===== src/rtl/aoi_selftest_ctrl.sv =====
// Self-test sequencer for two AND-OR-INVERT implementations.
// Sweeps all 16 vectors on abcd. Checks tz1/tz2 against each other and the golden model.
//
// Ports:
//   clk, rst_n        clock, async active-low reset
//   start, abort      run request / cancel a run in progress
//   abcd              vector driven to both AOI instances (A,B,C,D = bits 3..0)
//   tz1, tz2          outputs of the two implementations
//   exp_tz            golden ~((A&B)|(C&D)) for the current abcd
//   busy, done, pass  run status
//   err_count         number of failing vectors
//   first_err_vec     abcd of the first failing vector
//   first_err_valid   first_err_vec holds a captured vector
module aoi_selftest_ctrl #(
    parameter int SETTLE_CYCLES = 2,
    parameter int CNT_W         = 4
) (
    input  logic       clk,
    input  logic       rst_n,
    input  logic       start,
    input  logic       abort,
    output logic [3:0] abcd,
    input  logic       tz1,
    input  logic       tz2,
    output logic       exp_tz,
    output logic       busy,
    output logic       done,
    output logic       pass,
    output logic [4:0] err_count,
    output logic [3:0] first_err_vec,
    output logic       first_err_valid
);

    typedef enum logic [2:0] {
        IDLE,
        APPLY,
        SETTLE,
        COMPARE,
        DONE
    } state_t;

    // Last counter value spent in SETTLE; unused when SETTLE_CYCLES is 0.
    localparam logic [CNT_W-1:0] CNT_LAST =
        CNT_W'((SETTLE_CYCLES > 0) ? (SETTLE_CYCLES - 1) : 0);

    state_t           state_q, state_d;
    logic [3:0]       abcd_q, abcd_d;
    logic             busy_q, busy_d;
    logic             done_q, done_d;
    logic [4:0]       err_q, err_d;
    logic [3:0]       fev_q, fev_d;
    logic             fevv_q, fevv_d;
    logic [CNT_W-1:0] cnt_q, cnt_d;

    logic mismatch;

    assign exp_tz   = ~((abcd_q[3] & abcd_q[2]) | (abcd_q[1] & abcd_q[0]));
    assign mismatch = (tz1 != tz2) || (tz1 != exp_tz);

    always_comb begin
        state_d = state_q;
        abcd_d  = abcd_q;
        busy_d  = busy_q;
        done_d  = done_q;
        err_d   = err_q;
        fev_d   = fev_q;
        fevv_d  = fevv_q;
        cnt_d   = cnt_q;

        unique case (state_q)
            IDLE, DONE: begin
                // abort is meaningless here; only start matters.
                if (start) begin
                    state_d = APPLY;
                    abcd_d  = 4'd0;
                    busy_d  = 1'b1;
                    done_d  = 1'b0;
                    err_d   = 5'd0;
                    fev_d   = 4'd0;
                    fevv_d  = 1'b0;
                end
            end
            APPLY: begin
                cnt_d = '0;
                if (SETTLE_CYCLES > 0) begin
                    state_d = SETTLE;
                end else begin
                    state_d = COMPARE;
                end
            end
            SETTLE: begin
                cnt_d = cnt_q + 1'b1;
                if (cnt_q == CNT_LAST) begin
                    state_d = COMPARE;
                end
            end
            COMPARE: begin
                if (mismatch) begin
                    err_d = err_q + 5'd1;
                    if (!fevv_q) begin
                        fev_d  = abcd_q;
                        fevv_d = 1'b1;
                    end
                end
                if (abcd_q == 4'd15) begin
                    state_d = DONE;
                    busy_d  = 1'b0;
                    done_d  = 1'b1;
                end else begin
                    abcd_d  = abcd_q + 4'd1;
                    state_d = APPLY;
                end
            end
            default: begin
                state_d = IDLE;
                abcd_d  = 4'd0;
                busy_d  = 1'b0;
                done_d  = 1'b0;
            end
        endcase

        // Abort overrides everything a busy state decided above,
        // including the COMPARE result update, but keeps old results.
        if (abort && busy_q) begin
            state_d = IDLE;
            abcd_d  = 4'd0;
            busy_d  = 1'b0;
            done_d  = 1'b0;
            err_d   = err_q;
            fev_d   = fev_q;
            fevv_d  = fevv_q;
            cnt_d   = cnt_q;
        end
    end

    always_ff @(posedge clk or negedge rst_n) begin
        if (!rst_n) begin
            state_q <= IDLE;
            abcd_q  <= 4'd0;
            busy_q  <= 1'b0;
            done_q  <= 1'b0;
            err_q   <= 5'd0;
            fev_q   <= 4'd0;
            fevv_q  <= 1'b0;
            cnt_q   <= '0;
        end else begin
            state_q <= state_d;
            abcd_q  <= abcd_d;
            busy_q  <= busy_d;
            done_q  <= done_d;
            err_q   <= err_d;
            fev_q   <= fev_d;
            fevv_q  <= fevv_d;
            cnt_q   <= cnt_d;
        end
    end

    assign abcd            = abcd_q;
    assign busy            = busy_q;
    assign done            = done_q;
    assign err_count       = err_q;
    assign first_err_vec   = fev_q;
    assign first_err_valid = fevv_q;
    assign pass            = done_q && (err_q == 5'd0);

endmodule


===== config.mk =====
export PLATFORM = sky130hd
export DESIGN_NAME = aoi_selftest_ctrl
export DESIGN_NICKNAME = d
export VERILOG_FILES = /design/src/rtl/aoi_selftest_ctrl.sv
export SDC_FILE = /design/constraint.sdc
export NUM_CORES = 1
export LEC_CHECK = 0
export ABC_CLOCK_PERIOD_IN_PS = 4740
export CAP_MARGIN = 5
export CORE_ASPECT_RATIO = 0.6
export CORE_MARGIN = 10
export CORE_UTILIZATION = 35
export CTS_CLUSTER_DIAMETER = 150
export DETAILED_ROUTE_END_ITERATION = 16
export GPL_ROUTABILITY_DRIVEN = 0
export PLACE_DENSITY = 0.57
export SLEW_MARGIN = 10
export SYNTH_ARGS = -nofsm -noshare
export SYNTH_HDL_FRONTEND = slang
export SYNTH_SLANG_ARGS = --single-unit

===== constraint.sdc =====
create_clock -name clk -period 4.74 [get_ports clk]
set_input_delay 0.711 -clock clk [delete_from_list [all_inputs] [get_ports clk]]
set_output_delay 0.711 -clock clk [all_outputs]
set_load 0.03 [all_outputs]

==> run metrics <==
Hold Path End first_err_valid$_DFFE_PN0P_; Commonest cells post-synth dfrtp_1 (23), a21oi_1 (13), o21ai_0 (11); status finished clean; vias in the first global route approximately 990; worst flop-to-flop path endpoint err_count[2]$_DFFE_PN0P_; Fin. Hold Viols 0; top_reg_cell synth dfrtp_1; CTS clk-pin slew, worst paths 0.07 ns; HP Start first_err_valid$_DFFE_PN0P_; Final nets 169; RSZ-0062 raised after global routing false; MaxCap Viol Count 0; Die Wd around 98 um; # rows 16; Post-CTS Setup Bufs 0; routed len/inst roughly 16 um; CTS Buf Count 3; reg2reg setup slack about 2.7 ns; Register Area 576 um2; Post-Syn Nets approximately 150; area leader, netlist dfrtp_1; GRT Util Overall approximately a tenth; share of post-route cells with drive strength above 1 under 10%; worst reg2reg path depth 5; count leader, synth dfrtp_1; die footprint between 6000 and 7000 um2; Avg Inst Size Synth 9.64 um2; vias per cell approximately 5.3; remaining antenna violation count 0; CP Data Required Time between 4 and 5 ns; height of the chip between 60 and 70 um; largest net degree at the start of global routing 24; P_leak 0.715 nW; grt total ovfl 0; clk sink count 23; CP Capture Type output port; Pre-antenna DRT Iters 4; filler instances ~330; async set or reset register ratio after synthesis 100%; Syn Inst Count 134; final period utilization between 50% and 60%; CTS tree done; # diodes 0; Final setup viols 0; multi-input logic area between 600 and 700 um2; DRT iter0 DRCs 115; Top Ports 24; worst hold stages 1; total number of vias around 1,100; Distinct cells, synth 39; dpl hpwl roughly 2.5 mm; slew at the pin closest to its max-slew limit roughly 0.96 ns; reg2reg start abcd[0]$_DFFE_PN0P_; WS Path Type flip-flop to output port; TNS Setup 0 ns; Max VDD drop 0.000148 V; Core Box Area roughly 3400 um2; first-pass GRT wire length slightly above 5 mm; startpoint types flip-flop; H-tree depth 1; Min-Delay Path Class flip-flop to flip-flop; root buffer cell clkbuf_8; Warnings, synthesis 0; Synth top area share about 45%; PortBufs 23; main area contributors after synthesis dfrtp_1 (45%), ha_1 (5.8%), mux2i_1 (5.4%); initial antenna violation count 0; register area share after synthesis ~45%; Clk Latency, worst-skew pair 0.25 ns; starting density of the core approximately 38%; minimum clock period after layout around 2.5 ns; Worst EP arrival approximately 1.8 ns; CTS max path bufs 2; number of synthesized flops with an enable pin 0; crit-path max FO 6; hold buffers post-CTS 0; FMAX 393 MHz; Routed Wire Length 3.17 mm; post-CTS sizing 0; cell area power density between 300 and 400 nW/um2; Area Growth Syn to Fin 23.3%; DRC violations left 0; Tot Pwr ~0.5 mW; mapped cell area 1290 um2; Yosys reg bits 23; Max Slew Vio Count 0; clk_skew between 0.0015 and 0.002 ns; Slew Limit Headroom ~36%
## layer usage
layer | global-route usage, % | up-vias | share of wire [%]
li1 | - | 525 | -
met1 | 13.2 | 504 | 52
met2 | 13.2 | 29 | 41
met3 | 3.81 | 2 | 6.6
met4 | 2.67 | 0 | 0.69
met5 | 0 | - | 0
## cells by family after synthesis
group           count (synthesis)  share of synthesized area, %
compound gates                 43                          21.6
xor+xnor                        1                         0.678
fa+ha+maj                       6                          5.81
buf+inv                        14                          5.04
flops                          23                          44.6
mux                             8                          6.30
simple gates                   39                          16.0
## how the worst max path moves through the flow
stage	startpoint	to	slack, ns	cells after the start
after floorplan	abcd[0]$_DFFE_PN0P_	err_count[2]$_DFFE_PN0P_	2.63	5
after global placement	abort	first_err_vec[1]$_DFFE_PN0P_	2.14	5
after detailed placement	abort	first_err_vec[3]$_DFFE_PN0P_	2.11	5
after CTS	err_count[0]$_DFFE_PN0P_	pass	2.18	4
after global routing	err_count[1]$_DFFE_PN0P_	pass	2.12	4
final	abcd[0]$_DFFE_PN0P_	exp_tz	2.20	3
## placed cells by master, fill, tap and decap left out, types with 2 or more instances in the layout
master	instances
dfrtp_1	23
clkdlybuf4s50_1	23
a21oi_1	13
o21ai_0	11
inv_1	9
nand2_1	9
nand3_1	7
mux2i_1	7
ha_1	6
nor2_1	5
a21o_1	4
nor3_1	4
or2_2	3
nor4b_1	3
clkbuf_8	3
o21a_1	2
a21bo_2	2
a211oi_1	2
## sequential cells by signal (all words and copies together), names as in the netlist
signal and count:
first_err_vec 4, state_q 3, first_err_valid 1, abcd 4
err_count 5, cnt_q 4, done 1, busy 1
## final cells by class
cell class	count	share of cell area (%)
Multi-Input combinational cell	97	40.9
Sequential cell	23	36.2
Timing Repair Buffer	23	14.5
Tap cell	45	3.54
Clock buffer	4	2.83
Inverter	9	2.12
## stage by stage
step | std cells | hold WS [ns] | setup slack [ns] | area [um2] | util (%)
2_1_floorplan | 134 | 0.415 | 2.63 | 1290 | -
3_3_place_gp | 197 | 0.519 | 2.14 | 1550 | 45.4
3_5_place_dp | 197 | 0.493 | 2.11 | 1550 | 45.4
4_1_cts | 201 | 0.519 | 2.18 | 1590 | 46.8
5_1_grt | 201 | 0.568 | 2.12 | 1590 | 46.8
6_report | 201 | 0.520 | 2.20 | 1590 | 46.8
## worst max-delay path, stage by stage, from the launching register on
cell and delay [ns]:
dfrtp_1 0.46, ha_1 0.25, a21oi_2 0.15, clkdlybuf4s50_1 0.71
## power breakdown
group	internal, mW	switching, mW	leakage, nW	total, mW
registers	0.216	0.0269	0.272	0.243
logic	0.0633	0.0768	0.420	0.140
clock network	0.0598	0.0546	0.0228	0.114
No activity file was read; power rests on OpenSTA's default activity.
